$ cat src/rtl/uart_tx_sched.sv
// Round-robin shared UART transmitter: arbitrates NREQ byte producers onto one tx line
// and sequences start / DATA_W data bits (LSB first) / stop from an internal bit timer.
module uart_tx_sched #(
    parameter int NREQ         = 2,
    parameter int DATA_W       = 8,
    parameter int CLKS_PER_BIT = 10,
    localparam int ID_W        = (NREQ > 1) ? $clog2(NREQ) : 1
) (
    input  logic                     clk,
    input  logic                     rst,
    input  logic [NREQ-1:0]          req_valid,
    input  logic [NREQ*DATA_W-1:0]   req_data,
    output logic [NREQ-1:0]          req_ready,
    output logic                     tx,
    output logic                     busy,
    output logic [ID_W-1:0]          grant_id
);
    localparam int TMR_W = (CLKS_PER_BIT > 1) ? $clog2(CLKS_PER_BIT) : 1;
    localparam int IDX_W = (DATA_W > 1) ? $clog2(DATA_W) : 1;

    typedef enum logic [1:0] {IDLE, START, DATA, STOP} state_t;

    state_t                state_q, state_d;
    logic [TMR_W-1:0]      tmr_q, tmr_d;
    logic [IDX_W-1:0]      idx_q, idx_d;
    logic [DATA_W-1:0]     shift_q, shift_d;
    logic                  tx_q, tx_d;
    logic                  busy_q, busy_d;
    logic [ID_W-1:0]       gid_q, gid_d;
    logic [ID_W-1:0]       rr_q, rr_d;

    logic [NREQ-1:0][DATA_W-1:0] data_lane;
    logic [ID_W-1:0]       win;
    logic                  win_found;
    logic [ID_W:0]         cand;
    logic [ID_W:0]         rr_next;
    logic                  bit_end;

    for (genvar i = 0; i < NREQ; i++) begin : g_lane
        assign data_lane[i] = req_data[i*DATA_W +: DATA_W];
    end

    // Circular search for the first valid requester at or after the RR pointer.
    always_comb begin
        win       = '0;
        win_found = 1'b0;
        cand      = '0;
        for (int k = 0; k < NREQ; k++) begin
            cand = {1'b0, rr_q} + (ID_W+1)'(k);
            if (cand >= (ID_W+1)'(NREQ))
                cand = cand - (ID_W+1)'(NREQ);
            if (!win_found && req_valid[cand[ID_W-1:0]]) begin
                win_found = 1'b1;
                win       = cand[ID_W-1:0];
            end
        end
    end

    always_comb begin
        rr_next = {1'b0, win} + (ID_W+1)'(1);
        if (rr_next >= (ID_W+1)'(NREQ))
            rr_next = '0;
    end

    // Ready is held low during reset even though the FSM already sits in IDLE.
    always_comb begin
        req_ready = '0;
        if (rst && state_q == IDLE && win_found)
            req_ready[win] = 1'b1;
    end

    assign bit_end = (tmr_q == TMR_W'(CLKS_PER_BIT - 1));

    always_comb begin
        state_d = state_q;
        tmr_d   = tmr_q;
        idx_d   = idx_q;
        shift_d = shift_q;
        tx_d    = tx_q;
        busy_d  = busy_q;
        gid_d   = gid_q;
        rr_d    = rr_q;
        if (state_q != IDLE)
            tmr_d = bit_end ? '0 : tmr_q + TMR_W'(1);
        case (state_q)
            IDLE: begin
                tx_d   = 1'b1;
                busy_d = 1'b0;
                if (win_found) begin
                    shift_d = data_lane[win];
                    gid_d   = win;
                    rr_d    = rr_next[ID_W-1:0];
                    tmr_d   = '0;
                    idx_d   = '0;
                    tx_d    = 1'b0;
                    busy_d  = 1'b1;
                    state_d = START;
                end
            end
            START: begin
                if (bit_end) begin
                    tx_d    = shift_q[0];
                    state_d = DATA;
                end
            end
            DATA: begin
                if (bit_end) begin
                    if (idx_q == IDX_W'(DATA_W - 1)) begin
                        tx_d    = 1'b1;
                        state_d = STOP;
                    end else begin
                        shift_d = shift_q >> 1;
                        idx_d   = idx_q + IDX_W'(1);
                        tx_d    = shift_q[1];
                    end
                end
            end
            STOP: begin
                if (bit_end) begin
                    tx_d    = 1'b1;
                    busy_d  = 1'b0;
                    state_d = IDLE;
                end
            end
            default: begin
                tx_d    = 1'b1;
                busy_d  = 1'b0;
                state_d = IDLE;
            end
        endcase
    end

    always_ff @(posedge clk or negedge rst) begin
        if (!rst) begin
            state_q <= IDLE;
            tmr_q   <= '0;
            idx_q   <= '0;
            shift_q <= '0;
            tx_q    <= 1'b1;
            busy_q  <= 1'b0;
            gid_q   <= '0;
            rr_q    <= '0;
        end else begin
            state_q <= state_d;
            tmr_q   <= tmr_d;
            idx_q   <= idx_d;
            shift_q <= shift_d;
            tx_q    <= tx_d;
            busy_q  <= busy_d;
            gid_q   <= gid_d;
            rr_q    <= rr_d;
        end
    end

    assign tx       = tx_q;
    assign busy     = busy_q;
    assign grant_id = gid_q;

endmodule

$ cat config.mk
export PLATFORM = sky130hd
export DESIGN_NAME = uart_tx_sched
export DESIGN_NICKNAME = d
export VERILOG_FILES = /design/src/rtl/uart_tx_sched.sv
export SDC_FILE = /design/constraint.sdc
export NUM_CORES = 1
export LEC_CHECK = 0
export BUFFER_PORTS_ARGS = -buffer_cell sky130_fd_sc_hd__clkbuf_2
export CORE_MARGIN = 2
export CORE_UTILIZATION = 55
export DETAILED_ROUTE_END_ITERATION = 8
export PLACE_DENSITY_LB_ADDON = 0.12
export SYNTH_ARGS = -nofsm -noshare
export SYNTH_HDL_FRONTEND = slang
export SYNTH_SLANG_ARGS = --single-unit
$ cat constraint.sdc
create_clock -name clk -period 5.02 [get_ports clk]
set_input_delay 1.255 -clock clk [delete_from_list [all_inputs] [get_ports clk]]
set_output_delay 1.255 -clock clk [all_outputs]
set_load 0.02 [all_outputs]
==> flow_metrics.env <==
export IMPL_antenna_found_initial=0
export IMPL_leakagePower_nw=0.6609
export IMPL_finalMaxSlewViolations=0
export IMPL_cts_sinks=21
export IMPL_synth_top_area_share=0.4036
export IMPL_synth_area_top_cells="dfrtp_1 40%, mux2_2 6.4%, ha_1 6.1%"
export IMPL_synth_largest_area_cell="dfrtp_1"
export IMPL_io_pins=25
export IMPL_dp_hpwl_mm=1.978
export IMPL_cts_tree="built"
export IMPL_ant_nets=0
export IMPL_rsz0062_at_grt="no"
export IMPL_wl_mm=2.563
export IMPL_synth_async_reset_ratio=1.000
export IMPL_irDropWorstVdd_v=0.0003825
export IMPL_wl_per_cell_um=14.40
export IMPL_netlist_area_um2=1240
export IMPL_setup_tns_final_ns=0
export IMPL_setup_violations=0
export IMPL_root_buffer="clkbuf_4"
export IMPL_period_share=0.6834
export IMPL_synthFlopType="dfrtp_1"
export IMPL_grt_use_total=0.2277
export IMPL_vias_per_cell=5.685
export IMPL_die_x_um=51.48
export IMPL_num_vias=1012
export IMPL_crit_fanout=23
export IMPL_synth_top_family_by_area="compound AO/OA/AOI/OAI gates"
export IMPL_dr_first_iter_drc_count=29
export IMPL_diodes=0
export IMPL_critPathTopFamily="buffers and inverters"
export IMPL_place_gp_congestion=0.7859
export IMPL_holdBufCountCts=0
export IMPL_fillerInstances=203
export IMPL_portBuffers=24
export IMPL_end_kind="output port"
export IMPL_die_area_um2=2650
export IMPL_period_needed_ns=3.431
export IMPL_start_kind="input port"
export IMPL_finalWorstSetupSlack_ns=1.589
export IMPL_hold_violations=0
export IMPL_synthMuxAreaShare=0.1211
export IMPL_crit_buf_inv=2
export IMPL_synth_common_cells="20 x dfrtp_1, 13 x o21ai_0, 11 x nand2_1, 9 x inv_1"
export IMPL_outcome="finished clean"
export IMPL_numCtsBuffers=3
export IMPL_cp_slowest_cell="clkbuf_2"
export IMPL_ys_warn_count=0
export IMPL_synth_compound_area_frac=0.2190
export IMPL_grt_pass1_wl_mm=4.491
export IMPL_crit_type="input port to output port"
export IMPL_pre_cts_ws_ns=1.556
export IMPL_die_h_um=51.48
export IMPL_skew_ns=0.003727
export IMPL_synth_adder_area_share=0.06054
export IMPL_post_cts_setup_buffer_count=0
export IMPL_cts_repair_resized=0
export IMPL_netlist_instances=126
export IMPL_slew_headroom=0.6220
export IMPL_num_rows=17
export IMPL_dr_pass1_iters=5
export IMPL_synth_nets=152
export IMPL_clock_path_buffers=2
export IMPL_drcViolationCount=0
export IMPL_nets=177
export IMPL_clk_pin_slew_ns=0.11
export IMPL_synth_edff_count=0
export IMPL_yosysMostFrequentCell="dfrtp_1"
export IMPL_area_delta_synth_final_pct=13.32
export IMPL_synth_cell_types=31
export IMPL_min_path_type="flop to flop"
export IMPL_crit_arrival_ns=2.18
export IMPL_cp_data_required_time_ns=3.76
export IMPL_grt_ovfl_total=0
export IMPL_worstMarginPinSlew_ns=0.5670
export IMPL_synth_seq_cells=21
export IMPL_start_util=0.5715
export IMPL_core_area_um2=2170
export IMPL_synth_simple_area_share=0.1271
export IMPL_max_cap_violations=0
export IMPL_first_global_vias=1065
export IMPL_syn_area_per_cell_um2=9.841
export IMPL_worstSkewPairLatency_ns=0.30
export IMPL_grt_max_degree=24
export IMPL_seq_area_frac_synth=0.4248
export IMPL_drive_above_1_share=0.2600
export IMPL_cts_htree_levels=1
export IMPL_synth_xor_area_frac=0.007064
export IMPL_cp_common_cell="clkbuf_2"
export IMPL_max_freq_ghz=0.2915
export IMPL_powerDensity_nw_per_um2=613.7
export IMPL_path_cells="clkbuf_2 -> nand3_1 -> a21oi_1 -> clkbuf_2"
export IMPL_max_stage_delay_ns=0.45
registers in the layout (all words and copies together), names as in the netlist:
register,cells
busy,1
grant_id,1
idx_q,3
rr_q,1
shift_q,8
state_q,2
tmr_q,4
tx,1
layer usage:
| metal | global-route usage | vias to the layer above | wire length, um |
|---|---|---|---|
| met3 | 0.04386 | 4 | 88 |
| met2 | 0.4145 | 19 | 1350 |
| met4 | 0.09211 | 0 | 30 |
| met1 | 0.2575 | 485 | 1094 |
| li1 | - | 504 | - |
| met5 | 0 | - | 0 |
worst reg2reg max path: stages, from the launching register on:
cell and delay (ns):
dfrtp_1 0.44, inv_1 0.10, ha_1 0.45, and2b_1 0.28, nand2_4 0.08, a21oi_4 0.32, mux2_2 0.38
where the power goes:
part | switching, mW | total [mW] | internal [mW]
registers | 0.0667 | 0.324 | 0.257
clock network | 0.0501 | 0.0811 | 0.0310
logic | 0.241 | 0.457 | 0.216
total | 0.358 | 0.862 | 0.504
metrics by stage:
stage	util	hold slack (ns)	area [um^2]	cells	power (mW)
4_1_cts	0.6476	0.5054	1405	178	0.8700
6_report	0.6476	0.5001	1405	178	0.8623
3_3_place_gp	0.6355	0.4724	1379	174	0.7593
2_1_floorplan	-	0.4589	1240	126	0.6784
5_1_grt	0.6476	0.5259	1405	178	0.9404
3_5_place_dp	0.6355	0.4782	1379	174	0.7879
path summary, 6_finish.rpt:
check / startpoint / cells past startpoint / endpoint / slack [ns]
max: rst / 4 / req_ready[0] / 1.59
min: grant_id / 2 / grant_id / 0.50
max reg2reg: state_q[0] / 6 / shift_q[1] / 2.87
min reg2reg: grant_id / 2 / grant_id / 0.50
max in group asynchronous: rst / 1 / tx / 3.73
min in group asynchronous: rst / 1 / tmr_q[2] / 0.92
logic make-up (layout without fill, tap and decap cells):
family                     after synthesis  in the layout
buffers and inverters                   13             37
DFF                                     21             21
muxes                                   14             14
AOI/OAI and AO/OA                       41             41
adders and majority gates                6              6
xor gates and xnor gates                 1              1
and+or+nand+nor                         30             30
cells in the final DEF, fill, tap and decap left out, types with 2 or more instances in the layout:
cell and instances:
a22oi_1 2, inv_1 9, a31oi_1 8, mux2i_1 6, o21ai_0 13, dfrtp_1 20
nor3_1 3, nor2_1 8, clkbuf_2 24, nand2_1 11, ha_1 6, a2bb2oi_1 6
a211oi_1 2, nor2b_1 2, a21oi_1 5, clkbuf_4 3, mux2_2 7
cell type report:
type	count	area (um^2)	area share
clock buffer	4	26.28	0.01870
inverter	9	33.78	0.02404
multi-input combinational	92	663.1	0.4719
sequential	21	526.8	0.3749
tap	28	35.03	0.02493
timing repair buffer	24	120.1	0.08549
(Power assumes the default switching activity.)
